**config.mk**
```make
export PLATFORM = sky130hd
export DESIGN_NAME = sd_bit_source
export DESIGN_NICKNAME = d
export VERILOG_FILES = /design/src/rtl/sd_pkg.sv /design/src/rtl/sd_shift_reg.sv /design/src/rtl/sd_bit_source.sv
export SDC_FILE = /design/constraint.sdc
export NUM_CORES = 1
export LEC_CHECK = 0
export CAP_MARGIN = 5
export CORE_MARGIN = 4
export CORE_UTILIZATION = 45
export CTS_CLUSTER_SIZE = 14
export DETAILED_ROUTE_END_ITERATION = 10
export GPL_TIMING_DRIVEN = 0
export PLACE_DENSITY = 0.8
export SYNTH_ARGS = -nofsm -noshare
export SYNTH_HDL_FRONTEND = slang
export SYNTH_SLANG_ARGS = --single-unit
```
**constraint.sdc**
```tcl
create_clock -name clk -period 2.3 [get_ports clk]
set_clock_uncertainty 0.15 [all_clocks]
set_input_delay 0.575 -clock clk [delete_from_list [all_inputs] [get_ports clk]]
set_output_delay 0.575 -clock clk [all_outputs]
set_load 0.01 [all_outputs]
```
**src/rtl/sd_pkg.sv**
```systemverilog
// Shared definitions for the serial pattern source.
//   state_t       : FSM state encoding (IDLE, SHIFT)
//   WIDTH_DEFAULT : default maximum pattern length in bits
//   eff_len()     : maps a requested length to the length actually sent
package sd_pkg;

    localparam int unsigned WIDTH_DEFAULT = 10;

    typedef enum logic {
        IDLE  = 1'b0,
        SHIFT = 1'b1
    } state_t;

    // A length of 0, or one longer than the register, means "send the whole word".
    function automatic int unsigned eff_len(input int unsigned len, input int unsigned width);
        return ((len == 0) || (len > width)) ? width : len;
    endfunction

endpackage

```
**src/rtl/sd_shift_reg.sv**
```systemverilog
// Loadable right-shift register holding the pattern; bit 0 is the bit on the wire.
// Ports:
//   clk   : clock
//   rst   : synchronous active-high reset, clears the register
//   load  : load din (has priority over shift)
//   shift : shift right by one, zero fill from the top
//   din   : word to load
//   q     : register contents
module sd_shift_reg
    import sd_pkg::*;
#(
    parameter int unsigned WIDTH = WIDTH_DEFAULT
) (
    input  logic             clk,
    input  logic             rst,
    input  logic             load,
    input  logic             shift,
    input  logic [WIDTH-1:0] din,
    output logic [WIDTH-1:0] q
);

    always_ff @(posedge clk) begin
        if (rst) begin
            q <= '0;
        end else if (load) begin
            q <= din;
        end else if (shift) begin
            q <= {1'b0, q[WIDTH-1:1]};
        end
    end

endmodule

```
**src/rtl/sd_bit_source.sv**
```systemverilog
// Serialises pattern words LSB first towards a sequence detector, one bit per cycle.
// Optional build macro SD_BIT_SOURCE_REPEAT_EN: replay the latched word until stop is
// seen in an o_last cycle.
// Ports:
//   clk, rst           : clock, synchronous active-high reset
//   in_valid/in_ready  : pattern word handshake
//   in_data, in_len    : pattern word and its length (0 or >WIDTH means WIDTH)
//   stop               : ends repeat mode (repeat build only)
//   o, o_valid, o_last : serial bit, bit-valid, final-bit marker
//   busy               : a pattern is being shifted
module sd_bit_source
    import sd_pkg::*;
#(
    parameter int unsigned WIDTH = WIDTH_DEFAULT,
    parameter int unsigned LW    = $clog2(WIDTH + 1)
) (
    input  logic             clk,
    input  logic             rst,
    input  logic             in_valid,
    output logic             in_ready,
    input  logic [WIDTH-1:0] in_data,
    input  logic [LW-1:0]    in_len,
    input  logic             stop,
    output logic             o,
    output logic             o_valid,
    output logic             o_last,
    output logic             busy
);

    state_t           state_q;
    logic [LW-1:0]    idx_q;
    logic [LW-1:0]    len_q;
    logic [WIDTH-1:0] sr_q;
    logic [WIDTH-1:0] load_data;
    logic [LW-1:0]    new_len;
    logic             last;
    logic             accept;
    logic             wrap;
    logic             load;
    logic             shift;

    assign last     = (state_q == SHIFT) && (idx_q == (len_q - LW'(1)));
    assign in_ready = (state_q == IDLE) || last;
    assign accept   = in_valid && in_ready;
    assign new_len  = LW'(eff_len(32'(in_len), WIDTH));

`ifdef SD_BIT_SOURCE_REPEAT_EN
    // Copy of the accepted word, used to refill the shift register on every pass.
    logic [WIDTH-1:0] word_q;

    always_ff @(posedge clk) begin
        if (rst) begin
            word_q <= '0;
        end else if (accept) begin
            word_q <= in_data;
        end
    end

    // A new accept overrides the replay; stop only matters in the final-bit cycle.
    assign wrap      = last && !accept && !stop;
    assign load_data = accept ? in_data : word_q;
`else
    logic unused_stop;
    assign unused_stop = stop;
    assign wrap        = 1'b0;
    assign load_data   = in_data;
`endif

    assign load  = accept || wrap;
    assign shift = (state_q == SHIFT) && !last;

    always_ff @(posedge clk) begin
        if (rst) begin
            state_q <= IDLE;
            idx_q   <= '0;
            len_q   <= '0;
        end else begin
            case (state_q)
                IDLE: begin
                    if (accept) begin
                        state_q <= SHIFT;
                        idx_q   <= '0;
                        len_q   <= new_len;
                    end
                end
                SHIFT: begin
                    if (accept) begin
                        idx_q <= '0;
                        len_q <= new_len;
                    end else if (wrap) begin
                        idx_q <= '0;
                    end else if (last) begin
                        state_q <= IDLE;
                        idx_q   <= '0;
                    end else begin
                        idx_q <= idx_q + LW'(1);
                    end
                end
                default: state_q <= IDLE;
            endcase
        end
    end

    sd_shift_reg #(
        .WIDTH (WIDTH)
    ) u_shift_reg (
        .clk   (clk),
        .rst   (rst),
        .load  (load),
        .shift (shift),
        .din   (load_data),
        .q     (sr_q)
    );

    assign o       = (state_q == SHIFT) && sr_q[0];
    assign o_valid = (state_q == SHIFT);
    assign busy    = (state_q == SHIFT);
    assign o_last  = last;

endmodule

```
==> reports/results.ini <==
[pwr]
p_sw_mw = 0.218
p_int_mw = 0.517
leakagePower_nw = 0.580
ir_drop_v = 0.000415
pwr-share-seq = 0.498
power.density_mw_per_mm2 = 512
switching_share = 0.297
fin_total_pwr_mw = 0.736
clkPwrFrac = 0.243
pwr-share-comb = 0.259

[global_routing]
antenna_found_initial = 0
grt_pass1_vias = 909
grt_pass1_wl_mm = 4.09
grt_overflow_total = 0
grt_usage = 0.162
grt_max_degree = 12

[hold_path]
worstHoldStart = u_shift_reg.q[2]$_SDFFE_PP0P_
hold_class = reg2reg
holdPathStages = 2
hold_end = u_shift_reg.q[1]$_SDFFE_PP0P_

[worst_setup_path]
reg2reg_to = u_shift_reg.q[6]$_SDFFE_PP0P_
worstRegToRegCells = 8
r2r-start = len_q[1]$_SDFFE_PP0P_
worstPathCellList = inv_2 > ha_4 > xor2_2 > and2_4 > a31oi_4 > inv_2 > buf_6
max_stage_delay_ns = 0.36
critPathArrivalTime_ns = 1.66
critPathLaunchType = register
critPathSlowestCell = dfxtp_2
rrSetupSlack_ns = 0.40
cp_common_cell = inv_2
end_kind = primary output
worstPathRequired_ns = 1.57
critPathKind = reg2out
cp_max_fo = 3

[clocking]
clockRootBuffer = clkbuf_4
clock_latency_ns = 0.31
clkSinkCount = 19
ctsHoldBuffers = 0
cts_htree_levels = 1
path_clk_slew_ns = 0.11
clockBufferDepth = 2
cts_buffers = 3
cts_tree = yes

[finish]
area_delta_synth_final_pct = 32.0
antennaDiodeCount = 0
fill_cells = 196
nets = 168
final_cell_mix = nand2_1 (24), clkdlybuf4s50_1 (19), dfxtp_1 (16)
final_common_cell = nand2_1
layout-drive-gt1-share = 0.279

[run]
cap_violations = 0

[synth]
synth_compound_area_frac = 0.0920
yosysSeqAreaShare = 0.349
synth-simple-area-share = 0.185
synth_xor_area_frac = 0.0759
synth-seq-cells = 19
synth_top_area_frac = 0.349
syn_area_mm2 = 0.00109
synth_edf_count = 0
synthAdderAreaFrac = 0.0230
synth_area_leader_cell = dfxtp_1
synth_top_family_by_area = multiplexers
async_reset_ff_frac = 0
ys_types = 33
muxShareOfSynthArea = 0.222
synthCells = 117
synth.area.top_cells = dfxtp_1 (35%), mux2i_1 (13%), mux2_2 (9.3%)
avgSynthCellArea_um2 = 9.30
yosys_warnings = 0
synthFlopType = dfxtp_1
synth_nets = 137

[detailed_routing]
routedWlPerCell_um = 14.6
first_pass_iters = 4
viasPerCell = 5.35
ant_nets = 0
wl_mm = 2.55
via_count = 937
drcViolationCount = 0
initialDrtViolationCount = 26

[timing]
setup_slack_ns = -0.0807
drv_slew = 0
rsz0062_at_grt = true
max_freq_ghz = 0.420
finalSetupViolations = 2
period_minus_slack_ns = 2.38
hold_viol = 0
finalCritPeriodShare = 1.04
holdWs_ns = 0.313
tightestPinTransition_ns = 0.442
worst_slew_margin_rel = 0.705

[floorplanning]
core_mm2 = 0.00225
start_util = 0.483
num_rows = 17
io_pins = 23
dieWidth_um = 57.2
die_y_um = 57.2
dieArea_mm2 = 0.00327

[status]
status = complete, but fails checks
violations = setup timing

[placed_design]
place_congestion = 0.824
post-dp-hpwl_mm = 1.82
numPortBuffers = 21
dp_slack_ns = -0.367

==> Yosys cell counts, drive strengths merged (2+ instances only) <==
library cell	instances
nor3	4
a21oi	3
ha	2
clkbuf	3
nand2	24
dfxtp	19
inv	5
o31ai	2
o21ai	3
buf	3
nor4	2
xnor2	2
nor2	3
mux2	9
and2	2
mux2i	14
xor2	3
nand3	5
==> cells by family (layout without fill, tap and decap cells) <==
kind of cell / after synthesis / after routing
multiplexers: 23 / 23
adder cells (fa/ha/maj): 2 / 2
XOR/XNOR: 6 / 6
AND/OR/NAND/NOR: 43 / 43
buffers and inverters: 12 / 42
flip-flops: 19 / 19
AO/OA/AOI/OAI: 12 / 12
==> worst max-delay path: cells and delay by family, from the launching register on <==
family                     cells  cell delay, ns
adders and majority gates      1            0.24
AOI/OAI and AO/OA              1            0.18
buffers and inverters          3            0.24
and+or+nand+nor                1            0.18
xor gates and xnor gates       1            0.15
DFF                            1            0.36
==> registers in the layout, summed over array words and instances, names as in the netlist <==
name	cells
busy	1
idx_q	4
len_q	4
u_shift_reg.q	10
==> worst max-delay path by stage <==
stage                          start       end  slack, ns  cells past startpoint
2_1_floorplan  len_q[0]$_SDFFE_PP0P_  in_ready       0.25                      6
3_3_place_gp   len_q[0]$_SDFFE_PP0P_    o_last      -0.28                      6
3_5_place_dp   len_q[0]$_SDFFE_PP0P_  in_ready      -0.37                      7
4_1_cts        idx_q[2]$_SDFFE_PP0P_  in_ready      -0.06                      4
5_1_grt        len_q[1]$_SDFFE_PP0P_  in_ready      -0.13                      7
6_report       len_q[1]$_SDFFE_PP0P_  in_ready      -0.08                      7
==> through the flow <==
stage | cells | utilization | cell area, µm² | setup TNS [ns]
6_report | 175 | 0.637 | 1440 | -0.109
5_1_grt | 175 | 0.637 | 1440 | -0.264
4_1_cts | 174 | 0.633 | 1430 | -0.0926
3_5_place_dp | 166 | 0.592 | 1330 | -0.877
3_3_place_gp | 166 | 0.592 | 1330 | -0.562
2_1_floorplan | 117 | - | 1090 | 0
==> routing by layer <==
metal / part of all wire / up-vias / global-route usage
li1: - / 457 / -
met1: 0.40 / 449 / 0.176
met2: 0.54 / 28 / 0.310
met3: 0.049 / 3 / 0.0317
met4: 0.011 / 0 / 0.0530
met5: 0 / - / 0
==> layout make-up <==
| class | count | area, µm² | share of cell area |
|---|---|---|---|
| Timing Repair Buffer | 27 | 251 | 0.175 |
| Multi-Input combinational cell | 86 | 684 | 0.476 |
| Buffer | 5 | 31.3 | 0.0218 |
| Sequential cell | 19 | 384 | 0.267 |
| Inverter | 6 | 22.5 | 0.0157 |
| Tap cell | 28 | 35.0 | 0.0244 |
| Clock buffer | 3 | 22.5 | 0.0157 |
| Clock inverter | 1 | 5.00 | 0.00348 |
==> power by group through the flow <==
stage / logic [mW] / clock network (mW) / registers (mW)
after floorplan: 0.109 / 0 / 0.367
after global placement: 0.161 / 0 / 0.369
after detailed placement: 0.170 / 0 / 0.370
after CTS: 0.186 / 0.176 / 0.365
after global routing: 0.205 / 0.193 / 0.369
final: 0.190 / 0.179 / 0.366
==> repair_timing <==
| item | 4_1_cts | 5_1_grt |
|---|---|---|
| gates resized for setup | 18 | 1 |
| pin swaps | 4 | 1 |
| setup buffers | 5 | 1 |
| endpoints found under the setup margin | 3 | 4 |
No activity file was read; power rests on OpenSTA's default activity.
